## src/rtl/pm_cycle.sv

```systemverilog
// pm_cycle -- cycle controller for the P-M unit.
//
// Owns the START and WAIT control flip-flops and sequences each machine cycle
// through KC (cycle end) and PC (cycle start). At the last KC tick it latches
// the fetch (pr) / interrupt receive (przerw) decision. The block also provides
// a panel step budget, a bus-reply timeout with a sticky alarm, and
// parametrised KC/PC pulse lengths. The KC/PC pulses are timed by synchronous
// counters on __clk. Every output comes straight from a flop.
//
// Parameters:
//   KC_TICKS  length of the kc pulse in clocks (>= 1)
//   PC_TICKS  length of the pc pulse in clocks (>= 1)
//   STEP_W    width of the step budget counter
//   TO_TICKS  bus-reply timeout in clocks, 0 disables it
//
// Ports:
//   __clk, clm_          clock, asynchronous active-low reset
//   start_req, stop_req  panel START / STOP one-clock pulses
//   step_load, step_n    load step budget (also sets START)
//   hlt                  HLT executing, sampled at an accepted end-of-cycle
//   irq, irq_en          interrupt pending / acceptance allowed
//   ekc, got, ekc_fp     end-of-cycle request, bus reply, forced end-of-cycle
//   run, _wait           START & ~WAIT, WAIT flip-flop
//   kc, pc               cycle end / cycle start pulses
//   pr, przerw           decision latched at the end of KC
//   sp0, sp1, si1        state-entry strobes, valid during pc
//   steps_left           remaining step budget (0 = unlimited)
//   timeout              sticky bus-timeout alarm
//   busy                 sequencer is not idle
module pm_cycle #(
   parameter int KC_TICKS = 3,
   parameter int PC_TICKS = 2,
   parameter int STEP_W   = 8,
   parameter int TO_TICKS = 64
) (
   input  logic              __clk,
   input  logic              clm_,
   input  logic              start_req,
   input  logic              stop_req,
   input  logic              step_load,
   input  logic [STEP_W-1:0] step_n,
   input  logic              hlt,
   input  logic              irq,
   input  logic              irq_en,
   input  logic              ekc,
   input  logic              got,
   input  logic              ekc_fp,
   output logic              run,
   output logic              _wait,
   output logic              kc,
   output logic              pc,
   output logic              pr,
   output logic              przerw,
   output logic              sp0,
   output logic              sp1,
   output logic              si1,
   output logic [STEP_W-1:0] steps_left,
   output logic              timeout,
   output logic              busy
);

   typedef enum logic [1:0] {
      ST_IDLE = 2'd0,
      ST_KC   = 2'd1,
      ST_PC   = 2'd2,
      ST_EXEC = 2'd3
   } state_t;

   localparam int TMAX = (KC_TICKS > PC_TICKS) ? KC_TICKS : PC_TICKS;
   localparam int TW   = (TMAX > 1) ? $clog2(TMAX) : 1;
   localparam int TOW  = (TO_TICKS > 1) ? $clog2(TO_TICKS) : 1;
   localparam bit TO_EN = (TO_TICKS > 0);

   localparam logic [TW-1:0]     TICK_ZERO = {TW{1'b0}};
   localparam logic [TW-1:0]     TICK_ONE  = TW'(1);
   localparam logic [TW-1:0]     KC_LAST   = TW'(KC_TICKS - 1);
   localparam logic [TW-1:0]     PC_LAST   = TW'(PC_TICKS - 1);
   localparam logic [TOW-1:0]    TO_ZERO   = {TOW{1'b0}};
   localparam logic [TOW-1:0]    TO_ONE    = TOW'(1);
   localparam logic [TOW-1:0]    TO_LAST   = TOW'((TO_TICKS > 0) ? (TO_TICKS - 1) : 0);
   localparam logic [STEP_W-1:0] STEP_ZERO = {STEP_W{1'b0}};
   localparam logic [STEP_W-1:0] STEP_ONE  = STEP_W'(1);

   state_t            state_r, state_s;
   logic [TW-1:0]     tick_r, tick_s;
   logic [TOW-1:0]    to_cnt_r, to_cnt_s;
   logic              pr_r, pr_s;
   logic              przerw_r, przerw_s;
   logic              start_r, start_s;
   logic              wait_r, wait_s;
   logic [STEP_W-1:0] steps_r, steps_s;
   logic              timeout_r, timeout_s;
   logic              run_r, kc_r, pc_r, sp0_r, sp1_r, si1_r, busy_r;
   logic              eoc_s, to_hit_s, dec_s;
   logic              dpr_s, dprz_s, stpc_s;

   // Request terms, taken from the registered control flip-flops.
   assign dpr_s  = start_r & ~wait_r;
   assign dprz_s = start_r & irq & irq_en;
   assign stpc_s = dpr_s | dprz_s;

   // Sequencer next state, pulse tick counter and bus-reply timeout counter.
   always_comb begin
      state_s  = state_r;
      tick_s   = tick_r;
      to_cnt_s = to_cnt_r;
      pr_s     = pr_r;
      przerw_s = przerw_r;
      eoc_s    = 1'b0;
      to_hit_s = 1'b0;
      dec_s    = 1'b0;
      case (state_r)
         ST_IDLE: begin
            if (stpc_s) begin
               state_s = ST_KC;
               tick_s  = TICK_ZERO;
            end else begin
               state_s = ST_IDLE;
            end
         end
         ST_KC: begin
            if (tick_r == KC_LAST) begin
               pr_s     = dpr_s;
               przerw_s = dprz_s;
               state_s  = ST_PC;
               tick_s   = TICK_ZERO;
            end else begin
               tick_s = tick_r + TICK_ONE;
            end
         end
         ST_PC: begin
            if (tick_r == PC_LAST) begin
               tick_s   = TICK_ZERO;
               to_cnt_s = TO_ZERO;
               // Only fetch cycles consume budget; a zero budget means unlimited.
               dec_s    = pr_r & (steps_r != STEP_ZERO);
               if (pr_r | przerw_r) begin
                  state_s = ST_EXEC;
               end else begin
                  state_s = ST_IDLE;
               end
            end else begin
               tick_s = tick_r + TICK_ONE;
            end
         end
         ST_EXEC: begin
            if ((ekc & got) | ekc_fp) begin
               eoc_s   = 1'b1;
               state_s = ST_KC;
               tick_s  = TICK_ZERO;
            end else if (TO_EN && ekc && !got) begin
               // The counter only advances while a reply is actually awaited.
               if (to_cnt_r == TO_LAST) begin
                  eoc_s    = 1'b1;
                  to_hit_s = 1'b1;
                  state_s  = ST_KC;
                  tick_s   = TICK_ZERO;
               end else begin
                  to_cnt_s = to_cnt_r + TO_ONE;
               end
            end else begin
               to_cnt_s = to_cnt_r;
            end
         end
         default: begin
            state_s = ST_IDLE;
            tick_s  = TICK_ZERO;
         end
      endcase
   end

   // START/WAIT flip-flops, step budget and timeout alarm next values.
   always_comb begin
      // STOP beats START; a fresh load beats the final budget decrement.
      if (stop_req) begin
         start_s = 1'b0;
      end else if (start_req | step_load) begin
         start_s = 1'b1;
      end else if (dec_s && (steps_r == STEP_ONE)) begin
         start_s = 1'b0;
      end else begin
         start_s = start_r;
      end

      if (step_load) begin
         steps_s = step_n;
      end else if (dec_s) begin
         steps_s = steps_r - STEP_ONE;
      end else begin
         steps_s = steps_r;
      end

      // Clearing WAIT takes precedence over setting it on the same edge.
      if (si1_r | start_req | stop_req) begin
         wait_s = 1'b0;
      end else if (eoc_s & hlt) begin
         wait_s = 1'b1;
      end else begin
         wait_s = wait_r;
      end

      // A new timeout event is never lost to a coincident start_req.
      if (to_hit_s) begin
         timeout_s = 1'b1;
      end else if (start_req) begin
         timeout_s = 1'b0;
      end else begin
         timeout_s = timeout_r;
      end
   end

   // State, counters, control flip-flops and Moore outputs from next values.
   always_ff @(posedge __clk or negedge clm_) begin
      if (!clm_) begin
         state_r   <= ST_IDLE;
         tick_r    <= TICK_ZERO;
         to_cnt_r  <= TO_ZERO;
         pr_r      <= 1'b0;
         przerw_r  <= 1'b0;
         start_r   <= 1'b0;
         wait_r    <= 1'b0;
         steps_r   <= STEP_ZERO;
         timeout_r <= 1'b0;
         run_r     <= 1'b0;
         kc_r      <= 1'b0;
         pc_r      <= 1'b0;
         sp0_r     <= 1'b0;
         sp1_r     <= 1'b0;
         si1_r     <= 1'b0;
         busy_r    <= 1'b0;
      end else begin
         state_r   <= state_s;
         tick_r    <= tick_s;
         to_cnt_r  <= to_cnt_s;
         pr_r      <= pr_s;
         przerw_r  <= przerw_s;
         start_r   <= start_s;
         wait_r    <= wait_s;
         steps_r   <= steps_s;
         timeout_r <= timeout_s;
         run_r     <= start_s & ~wait_s;
         kc_r      <= (state_s == ST_KC);
         pc_r      <= (state_s == ST_PC);
         sp0_r     <= (state_s == ST_PC) & ~pr_s & ~przerw_s;
         sp1_r     <= (state_s == ST_PC) & pr_s & ~przerw_s;
         si1_r     <= (state_s == ST_PC) & przerw_s;
         busy_r    <= (state_s != ST_IDLE);
      end
   end

   assign run        = run_r;
   assign _wait      = wait_r;
   assign kc         = kc_r;
   assign pc         = pc_r;
   assign pr         = pr_r;
   assign przerw     = przerw_r;
   assign sp0        = sp0_r;
   assign sp1        = sp1_r;
   assign si1        = si1_r;
   assign steps_left = steps_r;
   assign timeout    = timeout_r;
   assign busy       = busy_r;

endmodule

```

## config.mk

```make
export PLATFORM = sky130hd
export DESIGN_NAME = pm_cycle
export DESIGN_NICKNAME = d
export VERILOG_FILES = /design/src/rtl/pm_cycle.sv
export SDC_FILE = /design/constraint.sdc
export NUM_CORES = 1
export LEC_CHECK = 0
export BUFFER_PORTS_ARGS = -buffer_cell sky130_fd_sc_hd__buf_2
export CAP_MARGIN = 20
export CORE_UTILIZATION = 49
export CTS_CLUSTER_DIAMETER = 150
export CTS_CLUSTER_SIZE = 28
export DETAILED_ROUTE_END_ITERATION = 8
export PLACE_DENSITY = 0.75
export SETUP_SLACK_MARGIN = 0.05
export SLEW_MARGIN = 20
export SYNTH_ARGS = -nofsm -noshare
export SYNTH_HDL_FRONTEND = slang
export SYNTH_SLANG_ARGS = --single-unit
```

## constraint.sdc

```tcl
create_clock -name __clk -period 1.81 [get_ports __clk]
set_input_delay 0.362 -clock __clk [delete_from_list [all_inputs] [get_ports __clk]]
set_output_delay 0.362 -clock __clk [all_outputs]
set_load 0.005 [all_outputs]
```

Word level (Yosys, flattened, before mapping)
Cells that the tools add are included.

cells by class
  $add $sub $neg = 3
  equality and inequality tests = 16
  multiplexer cells = 41
  bitwise operators = 22
  reductions and logical operators = 11

operators by type and width
  cell                                                                   count
  2-bit two-way mux                                                      12
  6-bit two-way mux                                                      4
  1-bit two-way mux                                                      20
  8-bit two-way mux                                                      2
  2-bit case mux with 4 select lines                                     2
  1-bit bitwise AND                                                      12
  6-bit case mux with 2 select lines                                     1
  2-bit != test, second input constant                                   5
  2-bit equality test, second input constant                             4
  8-bit by 1-bit equality test with 1-bit output, second input constant  1
  2-bit nonzero test                                                     4
  8-bit nonzero test                                                     1
  8-bit by 1-bit subtractor with 8-bit output, second input constant     1
  6-bit by 1-bit adder with 6-bit output, second input constant          1
  2-bit by 1-bit equality test with 1-bit output, second input constant  3
  6-bit equality test, second input constant                             1
  3-bit != test, second input constant                                   2
  1-bit OR                                                               6
  5-bit AND reduction                                                    1
  1-bit inverter                                                         4
  3-bit AND reduction                                                    1
  2-bit by 1-bit adder with 2-bit output, second input constant          1
  1-bit logical AND                                                      2
  2-bit logical NOT                                                      1
  1-bit logical NOT                                                      1

storage, ports and cells
  register bits after elaboration = 30
  input bits = 19
  output and inout bits = 19

Longest topological paths before layout
Gate-level depths: netlist of run 1.

  depth in word-level cells = 10
  gate-level depth with buffers = 7
  depth with buffers taken out = 6

Worst setup path after synthesis of run 1
Ideal clock, no wire load.

  kind = reg2reg
  start point = register steps_r[0] (netlist: steps_left[0])
  end point = register steps_r[1] (netlist: steps_left[1])
  setup time = 83 ps
  data arrival time = 1805 ps
  required time = 1727 ps
  path slack = -78 ps
  stages on the path, launching flop included = 7
  buffers on the path = 0
  period minus slack after synthesis = 1888 ps
  cell sequence = dfrtp_1 inv_1 ha_1 or3b_2 o21ai_4 mux2_2 o21ai_0

between the ends
  longest elaborated chain between the ends = 5
  elaborated cells between the ends (all ways) = 8

RTL lines
  element                                                                              line  source
  start, declared                                                                      91    logic [STEP_W-1:0] steps_r, steps_s;
  start signal, assigned                                                               239   steps_r <= steps_s;
  branches (longest 5 deep; another with 8-bit by 1-bit subtractor with 8-bit output)  --

Several ways; the timed one is not identified. The select of a mux whose other input is x is not followed.
A chain may end at the register's enable or synchronous reset.

Worst setup path after layout of run 1
Ends and elaborated chain as after synthesis.

==> results of run 1 <==
Yosys cell counts, types with 4 or more instances:
cell,number
nand3_1,5
ha_1,9
nor2b_1,4
dfrtp_1,30
nor2_1,7
and3_1,5
a21oi_1,4
inv_1,16
nand4_1,4
o21ai_0,11
nand2_1,14
nor3_1,4
how the worst max path moves through the flow:
stage          slack, ps             to  cells past startpoint          start
3_3_place_gp          20  steps_left[1]                      7  steps_left[1]
2_1_floorplan         60  steps_left[1]                      6  steps_left[1]
5_1_grt              -20  steps_left[2]                      7  steps_left[1]
6_report              30  steps_left[1]                      7  steps_left[0]
3_5_place_dp         -40  steps_left[1]                      7  steps_left[1]
4_1_cts               20  steps_left[1]                      7  steps_left[0]
power by group through the flow:
stage | combinational, mW | clock, mW | sequential (mW)
after floorplan | 0.402 | 0 | 0.833
after CTS | 0.809 | 0.853 | 0.795
after global placement | 0.676 | 0 | 0.813
after detailed placement | 0.697 | 0 | 0.815
final | 0.926 | 0.845 | 0.810
after global routing | 1.01 | 0.878 | 0.818
flip-flops by register name, indices dropped and copies added (netlist names):
name / cells
pr: 1
tick_r: 2
pc: 1
steps_left: 8
przerw: 1
si1: 1
start_r: 1
to_cnt_r: 6
state_r: 2
sp1: 1
busy: 1
run: 1
sp0: 1
timeout: 1
_wait: 1
kc: 1
per-layer routing:
metal  track usage [%]  routed length, um  vias to the layer above
met2             35.35               2122                       54
met1             33.60               2111                      821
met5                 0                  0                        -
met4             7.955                 58                        0
met3             3.804                258                        6
li1                  -                  -                      826
placed cells by master (no fill, tap or decap), drive strengths merged, types with 2 or more instances in the layout:
cell and n:
a2111oi 2, a21oi 5, a31oi 2, a41oi 2, and3 5, buf 73, bufinv 2, clkbuf 6
dfrtp 30, ha 9, inv 16, mux2 3, nand2 14, nand2b 4, nand3 5, nand4 4
nor2 7, nor2b 4, nor3 4, nor3b 2, nor4 4, o2111ai 3, o211ai 3, o21ai 13
o221ai 2, o31a 3, or2 2, xnor2 3, xor2 3
worst max-delay path: stages (launching register included):
cell and delay [ps]:
dfrtp_1 390, inv_2 80, ha_4 140, or3b_4 410
o21ai_4 160, buf_6 130, mux2_4 290, o21ai_1 120
final cells by class:
class | count | area (sq um) | share of cell area, %
sequential | 30 | 753.2 | 28.41
tap | 46 | 57.56 | 2.171
multi-input combinational | 131 | 1167 | 44.03
clock inverter | 2 | 60.06 | 2.265
timing repair buffer | 73 | 470.5 | 17.74
inverter | 16 | 60.06 | 2.265
clock buffer | 6 | 82.58 | 3.115
metrics by stage:
step	worst slack (ps)	cell area (sq um)	setup TNS, ps	hold slack (ps)
3_5_place_dp	-36.54	2251	-78.70	438.1
6_report	28.28	2651	0	114.2
3_3_place_gp	15.97	2251	0	432.4
5_1_grt	-15.44	2651	-15.44	179.5
2_1_floorplan	55.56	1844	0	66.41
4_1_cts	23.65	2489	0	140.5
cells by family (layout without fill, tap and decap cells):
logic type                 Yosys count  in the layout  share of synthesized area [%]
AOI/OAI and AO/OA                   46             46                          21.13
xor gates and xnor gates             6              6                          2.854
adders and majority gates            9              9                          6.114
buffers and inverters               21             97                          4.552
DFF                                 30             30                          40.76
muxes                                4              4                          2.378
and+or+nand+nor                     66             66                          22.21
what timing repair did:
| action | in CTS | in global routing |
|---|---|---|
| resized for setup | 8 | 34 |
| setup buffers | 8 | 5 |
| endpoints found under the setup margin | 12 | 23 |
| gates cloned | 0 | 0 |
| pin swaps | 5 | 20 |
==> flow_metrics.tcl, run 1 <==
set metrics [dict create \
    ant_nets 0 \
    synth_top_area_share_pct 40.76 \
    antenna_found_initial 0 \
    place_hpwl_um 3140 \
    syn_inst 182 \
    n_fill_cell 234 \
    powerDensity_nw_per_um2 973.2 \
    ys_warn_count 0 \
    drv_slew 0 \
    avgViaCountPerCell 5.615 \
    clk_pin_slew_ps 70 \
    syn_to_final_growth_pct 43.95 \
    ys_seq_area_share_pct 40.76 \
    rsz0062_at_grt "yes" \
    synth_area_sq_um 1842 \
    cts_root_buffer "clkbuf_8" \
    grt_pass1_wl_um 7362 \
    intPower_mw 1.793 \
    hold_path.class "primary input to async pin" \
    maxSlewHeadroom_pct 55.63 \
    p_switching_mw 0.7874 \
    pwr-share-comb_pct 35.9 \
    finalSetupViolCount 0 \
    numCtsBuffers 5 \
    skew_ps 9.082 \
    p_leak_nw 1.190 \
    die_area_sq_um 4008 \
    drc 0 \
    r2r_slack_ps 30 \
    fin_util_pct 76.44 \
    startpoint_type "flip-flop" \
    syn-num-nets 210 \
    cp.required_ps 2020 \
    cts_buffer_depth 2 \
    pin_count 38 \
    fp.dieH_um 63.31 \
    synth.top_cells.by_area "dfrtp_1, ha_1, inv_1" \
    synth.ff_latch_count 30 \
    switching_share_pct 30.52 \
    clock.fmax_ghz 0.5613 \
    num_vias 1707 \
    rr_worst_depth 7 \
    fp.dieW_um 63.31 \
    drtPass1Iterations 4 \
    routedWlPerCell_um 14.96 \
    cts.htree.levels 2 \
    first_iter_violations 192 \
    cts_tree "yes" \
    synth.distinct_cells 60 \
    postSynthAreaPerCell_sq_um 10.12 \
    grt-ovfl-total 0 \
    n_antenna_cell 0 \
    r2r_start "steps_left[0]" \
    numPortBuffers 37 \
    nets 285 \
    fin_crit_sh_pct 98.44 \
    synth_top_area_cell "dfrtp_1" \
    critPathKind "flip-flop to flip-flop" \
    place.gp.congestion 0.8479 \
    cts_num_sinks 30 \
    start_util_pct 53.10 \
    wl_um 4549 \
    dp_cells 285 \
    core-area_sq_um 3468 \
    rows 21 \
    critPathMaxFanout 3 \
    grt.total_usage_pct 23.31 \
    p_seq_share_pct 31.4 \
    ctsHoldBuffers 0 \
    async_flop_share_pct 100.0 \
    ir_drop_mv 0.7476 \
    drv_cap 0 \
    worst_slew_pin_slew_ps 665.6 \
    status "finished clean" \
    fin_cells 304 \
    drive_gt1_share_pct 48.84 \
    hold_viol 0 \
    ys.flop_type "dfrtp_1" \
    cp.arrival_ps 1990 \
    post-route-min-period_ps 1782 \
    p_clk_share_pct 32.7 \
    synth-edff-count 0 \
    grt_pass1_vias 1599 \
    worstReg2RegEnd "steps_left[1]" \
    grt_max_degree 31 \
    end_kind "flip-flop" \
    clk-insertion-delay-late_ps 280 \
    total_power_mw 2.580 \
]
No activity file was read; power rests on OpenSTA's default activity.
==> run 2, diff against run 1 <==
--- a/config.mk
+++ b/config.mk
@@ -5,7 +5,7 @@
 export SDC_FILE = /design/constraint.sdc
 export NUM_CORES = 1
 export LEC_CHECK = 0
-export BUFFER_PORTS_ARGS = -buffer_cell sky130_fd_sc_hd__buf_2
+export BUFFER_PORTS_ARGS = -buffer_cell sky130_fd_sc_hd__buf_4
 export CAP_MARGIN = 20
 export CORE_UTILIZATION = 49
 export CTS_CLUSTER_DIAMETER = 150
==> flow_metrics.tcl, run 2 (synthesis results as in run 1) <==
set metrics [dict create \
    core-area_sq_um 3468 \
    final_cell_mix "buf_4, dfrtp_1, nand2_1" \
    fp.dieW_um 63.31 \
    layout.cells.most_common "buf_4" \
    grt_pass1_wl_um 8045 \
    post-route-min-period_ps 1750 \
    fp.dieH_um 63.31 \
    pre_cts_ws_ps -41.23 \
    critPathKind "flip-flop to flip-flop" \
    worst_slew_pin_slew_ps 505.3 \
    cts_num_sinks 30 \
    hold_viol 0 \
    grt-ovfl-total 0 \
    fin_util_pct 74.60 \
    powerDensity_nw_per_um2 870.2 \
    ctsHoldBuffers 0 \
    nets 278 \
    num_vias 1709 \
    skew_ps 5.206 \
    maxSlewHeadroom_pct 66.20 \
    ir_drop_mv 0.6684 \
    clk-insertion-delay-late_ps 280 \
    end_kind "flip-flop" \
    p_clk_share_pct 24.3 \
    intPower_mw 1.502 \
    drive_gt1_share_pct 45.82 \
    hold_path.class "primary input to async pin" \
    rows 21 \
    numCtsBuffers 5 \
    p_leak_nw 1.149 \
    critPathMaxFanout 7 \
    numPortBuffers 37 \
    clock.fmax_ghz 0.5715 \
    start_util_pct 53.10 \
    grt.total_usage_pct 25.95 \
    ant_nets 0 \
    cts.htree.levels 2 \
    drv_slew 0 \
    wl_um 5098 \
    place_hpwl_um 3496 \
    grt_max_degree 31 \
    status "finished clean" \
    largest_reg_flops 8 \
    cts_buffer_depth 2 \
    syn_to_final_growth_pct 40.49 \
    cp.arrival_ps 1920 \
    p_seq_share_pct 35.8 \
    cp.required_ps 1980 \
    drtPass1Iterations 4 \
    cts_root_buffer "clkbuf_8" \
    switching_share_pct 33.30 \
    final.setup.worst_slack_ps 60.26 \
    drc 0 \
    grt_pass1_vias 1736 \
    drv_cap 0 \
    n_fill_cell 268 \
    n_antenna_cell 0 \
    p_switching_mw 0.7497 \
    pin_count 38 \
    cts_tree "yes" \
    place.gp.congestion 0.8702 \
    antenna_found_initial 0 \
    finalSetupViolCount 0 \
    fin_crit_sh_pct 96.67 \
    routedWlPerCell_um 17.16 \
    rsz0062_at_grt "yes" \
    avgViaCountPerCell 5.754 \
    startpoint_type "flip-flop" \
    clk_pin_slew_ps 60 \
    die_area_sq_um 4008 \
    first_iter_violations 87 \
    pwr-share-comb_pct 39.9 \
]
==> run 2: changes by cell type in the layout (fill, tap and decap cells not counted), moves of 2 or more <==
cell / delta
buf_2: -37
buf_4: +34
buf_6: -4
bufinv_16: -2
nor3_1: +2
nor3_2: -2
o21ai_1: -2
==> run 2: metal layers <==
| metal | GRT usage [%] | routed length (um) | vias to the layer above |
|---|---|---|---|
| met2 | 43.68 | 2587 | 53 |
| met5 | 0 | 0 | - |
| met3 | 5.978 | 196 | 12 |
| met1 | 32.33 | 2212 | 839 |
| met4 | 9.375 | 102 | 0 |
| li1 | - | - | 805 |
==> run 2: final timing paths <==
kind | startpoint | end | slack (ps) | depth (start not counted)
min in group __clk | stop_req | _wait | 260 | 2
max in group asynchronous | clm_ | state_r[1] | 1500 | 1
min reg2reg | si1 | _wait | 470 | 1
max | tick_r[1] | busy | 60 | 4
min | clm_ | to_cnt_r[2] | 1 | 1
max reg2reg | tick_r[1] | busy | 60 | 4
==> run 2: what timing repair did <==
action,4_1_cts,5_1_grt
buffers inserted,4,4
endpoints found under the hold margin,0,0
endpoints found under the setup margin,8,20
pin swaps,4,11
gates resized for setup,9,22
==> run 2: metrics by stage <==
step | cell area [sq um] | hold slack (ps) | power, mW | setup TNS [ps] | instances
finish | 2587 | 1.387 | 2.252 | 0 | 297
CTS | 2450 | 6.602 | 2.141 | 0 | 293
global route | 2587 | 23.14 | 2.375 | 0 | 297
floorplan | 1844 | 66.41 | 1.235 | 0 | 182
global placement | 2313 | 305.9 | 1.527 | 0 | 281
detailed placement | 2313 | 312.6 | 1.571 | -52.08 | 281
==> run 2: power by group through the flow <==
stage	logic [mW]	registers [mW]	clock network, mW
after floorplan	0.402	0.833	0
after global placement	0.721	0.806	0
after detailed placement	0.759	0.813	0
after CTS	0.776	0.804	0.561
after global routing	0.970	0.813	0.592
final	0.899	0.806	0.547
==> run 2: critical path, cell delays in order (launching register included) <==
cell and delay (ps):
dfrtp_1 430, or4b_4 500, a21oi_2 250, a211o_2 250
a21bo_1 220
==> run 2: final cells by class <==
| type | instances | area, sq um | area share (%) |
|---|---|---|---|
| clock buffer | 7 | 86.33 | 3.337 |
| clock inverter | 1 | 5.005 | 0.1934 |
| inverter | 16 | 60.06 | 2.321 |
| multi-input combinational | 131 | 1131 | 43.71 |
| sequential | 30 | 752.0 | 29.06 |
| tap | 46 | 57.56 | 2.224 |
| timing repair buffer | 66 | 495.5 | 19.15 |
==> run 3, diff against run 2 <==
--- a/config.mk
+++ b/config.mk
@@ -7,11 +7,12 @@
 export LEC_CHECK = 0
 export BUFFER_PORTS_ARGS = -buffer_cell sky130_fd_sc_hd__buf_4
 export CAP_MARGIN = 20
-export CORE_UTILIZATION = 49
+export CORE_UTILIZATION = 51
+export CTS_BUF_LIST = sky130_fd_sc_hd__clkbuf_8
 export CTS_CLUSTER_DIAMETER = 150
 export CTS_CLUSTER_SIZE = 28
 export DETAILED_ROUTE_END_ITERATION = 8
-export PLACE_DENSITY = 0.75
+export PLACE_DENSITY = 0.78
 export SETUP_SLACK_MARGIN = 0.05
 export SLEW_MARGIN = 20
 export SYNTH_ARGS = -nofsm -noshare
==> flow_metrics.tcl, run 3 (synthesis results as in run 1) <==
set metrics [dict create \
    status "complete, but fails checks" \
    failed_checks "hold timing" \
    clk_pin_slew_ps 60 \
    numPortBuffers 37 \
    final_area_sq_um 2579 \
    ctsHoldBuffers 0 \
    num_vias 1694 \
    grt_pass1_vias 1572 \
    ant_nets 0 \
    drv_cap 0 \
    grt.total_usage_pct 26.54 \
    grt_max_degree 31 \
    drtPass1Iterations 5 \
    n_antenna_cell 0 \
    start_util_pct 54.34 \
    largest_reg_flops 8 \
    clock.fmax_ghz 0.5650 \
    routedWlPerCell_um 16.01 \
    fp.dieH_um 62.10 \
    postPlaceCellArea_sq_um 2313 \
    hold_viol 18 \
    place_hpwl_um 3355 \
    startpoint "steps_left[0]" \
    cp.required_ps 1990 \
    final.setup.tns_ps 0 \
    finalSetupViolCount 0 \
    place.gp.congestion 0.8537 \
    fp.dieW_um 62.10 \
    skew_ps 4.188 \
    cts_tree "yes" \
    worst_slew_pin_slew_ps 498.2 \
    nets 277 \
    critPathKind "flip-flop to flip-flop" \
    r2r_start "steps_left[0]" \
    maxSlewHeadroom_pct 66.67 \
    drc 0 \
    die_area_sq_um 3856 \
    fin_crit_sh_pct 97.78 \
    ir_drop_mv 0.6837 \
    drv_slew 0 \
    startpoint_type "flip-flop" \
    cts_buffer_depth 2 \
    grt-ovfl-total 0 \
    cts_num_sinks 30 \
    critPathMaxFanout 4 \
    end_kind "flip-flop" \
    rows 21 \
    cts_root_buffer "clkbuf_8" \
    cp.arrival_ps 1950 \
    hold_slack_ps -11.79 \
    post-route-min-period_ps 1770 \
    hold_path.class "primary input to async pin" \
    numCtsBuffers 5 \
    core-area_sq_um 3390 \
    final_cell_mix "buf_4, dfrtp_1, nand2_1" \
    avgViaCountPerCell 5.723 \
    rsz0062_at_grt "yes" \
    syn_to_final_growth_pct 40.01 \
    wl_um 4739 \
    grt_pass1_wl_um 7231 \
    cts.htree.levels 2 \
    p_leak_nw 1.152 \
    layout.cells.most_common "buf_4" \
    total_power_mw 2.196 \
    antenna_found_initial 0 \
    pin_count 38 \
    first_iter_violations 100 \
    r2r_slack_ps 40 \
    powerDensity_nw_per_um2 851.7 \
    clk-insertion-delay-late_ps 290 \
    drive_gt1_share_pct 44.80 \
]
run 3: cell types whose count changed in the layout (fill, tap and decap cells not counted), sizes merged:
cell,delta
inv,+1
clkbuf,-1
buf,-1
run 3: path summary, 6_finish.rpt:
| check | endpoint | depth (start not counted) |
|---|---|---|
| setup / recovery | steps_left[7] | 7 |
| hold / removal | to_cnt_r[5] | 1 |
| setup reg to reg | steps_left[7] | 7 |
| hold reg to reg | _wait | 1 |
| max in group asynchronous | state_r[1] | 1 |
| min in group __clk | _wait | 2 |
run 3: where the power goes:
group | internal (mW) | switching, mW | total [mW]
registers | 0.751 | 0.0550 | 0.806
logic | 0.408 | 0.426 | 0.833
clock network | 0.300 | 0.256 | 0.557
total | 1.46 | 0.737 | 2.20
run 3: worst max-delay path: stages (launching register included):
cell and delay (ps):
dfrtp_1 390, inv_2 80, ha_4 140, or3b_4 410
o21ai_4 170, buf_6 130, nor4_2 40, o31a_1 280
run 3: cell type report:
cell class              instances  area (sq um)
clock buffers                   6         82.58
clock inverters                 2         8.758
multi-input cells             131          1122
inverters                      16         60.06
repair buffers                 65         495.5
fillers                       226         810.8
well taps                      46         57.56
flip-flops and latches         30         752.0
run 3: repair_timing:
item,in CTS,in global routing
setup buffers,5,2
resized for setup,11,19
pin swaps,6,11
setup endpoints to repair,6,15
run 3: layer usage:
metal  track usage, %  up-vias  part of all wire, %
met4            7.619        0                  1.6
met1            34.30      832                   45
met2            43.77       46                   49
li1                 -      807                    -
met3            7.039        9                  4.2
met5                0        -                    0
run 3: per-stage QoR:
step                hold WS [ps]  std cells  worst slack [ps]  util, %
global route               21.31        296            -4.409    76.08
detailed placement         314.7        281            -52.73    68.25
finish                    -11.79        296             40.12    76.08
floorplan                  66.41        182             55.56        -
global placement           307.1        281             45.69    68.25
CTS                        6.809        294             42.69    72.72
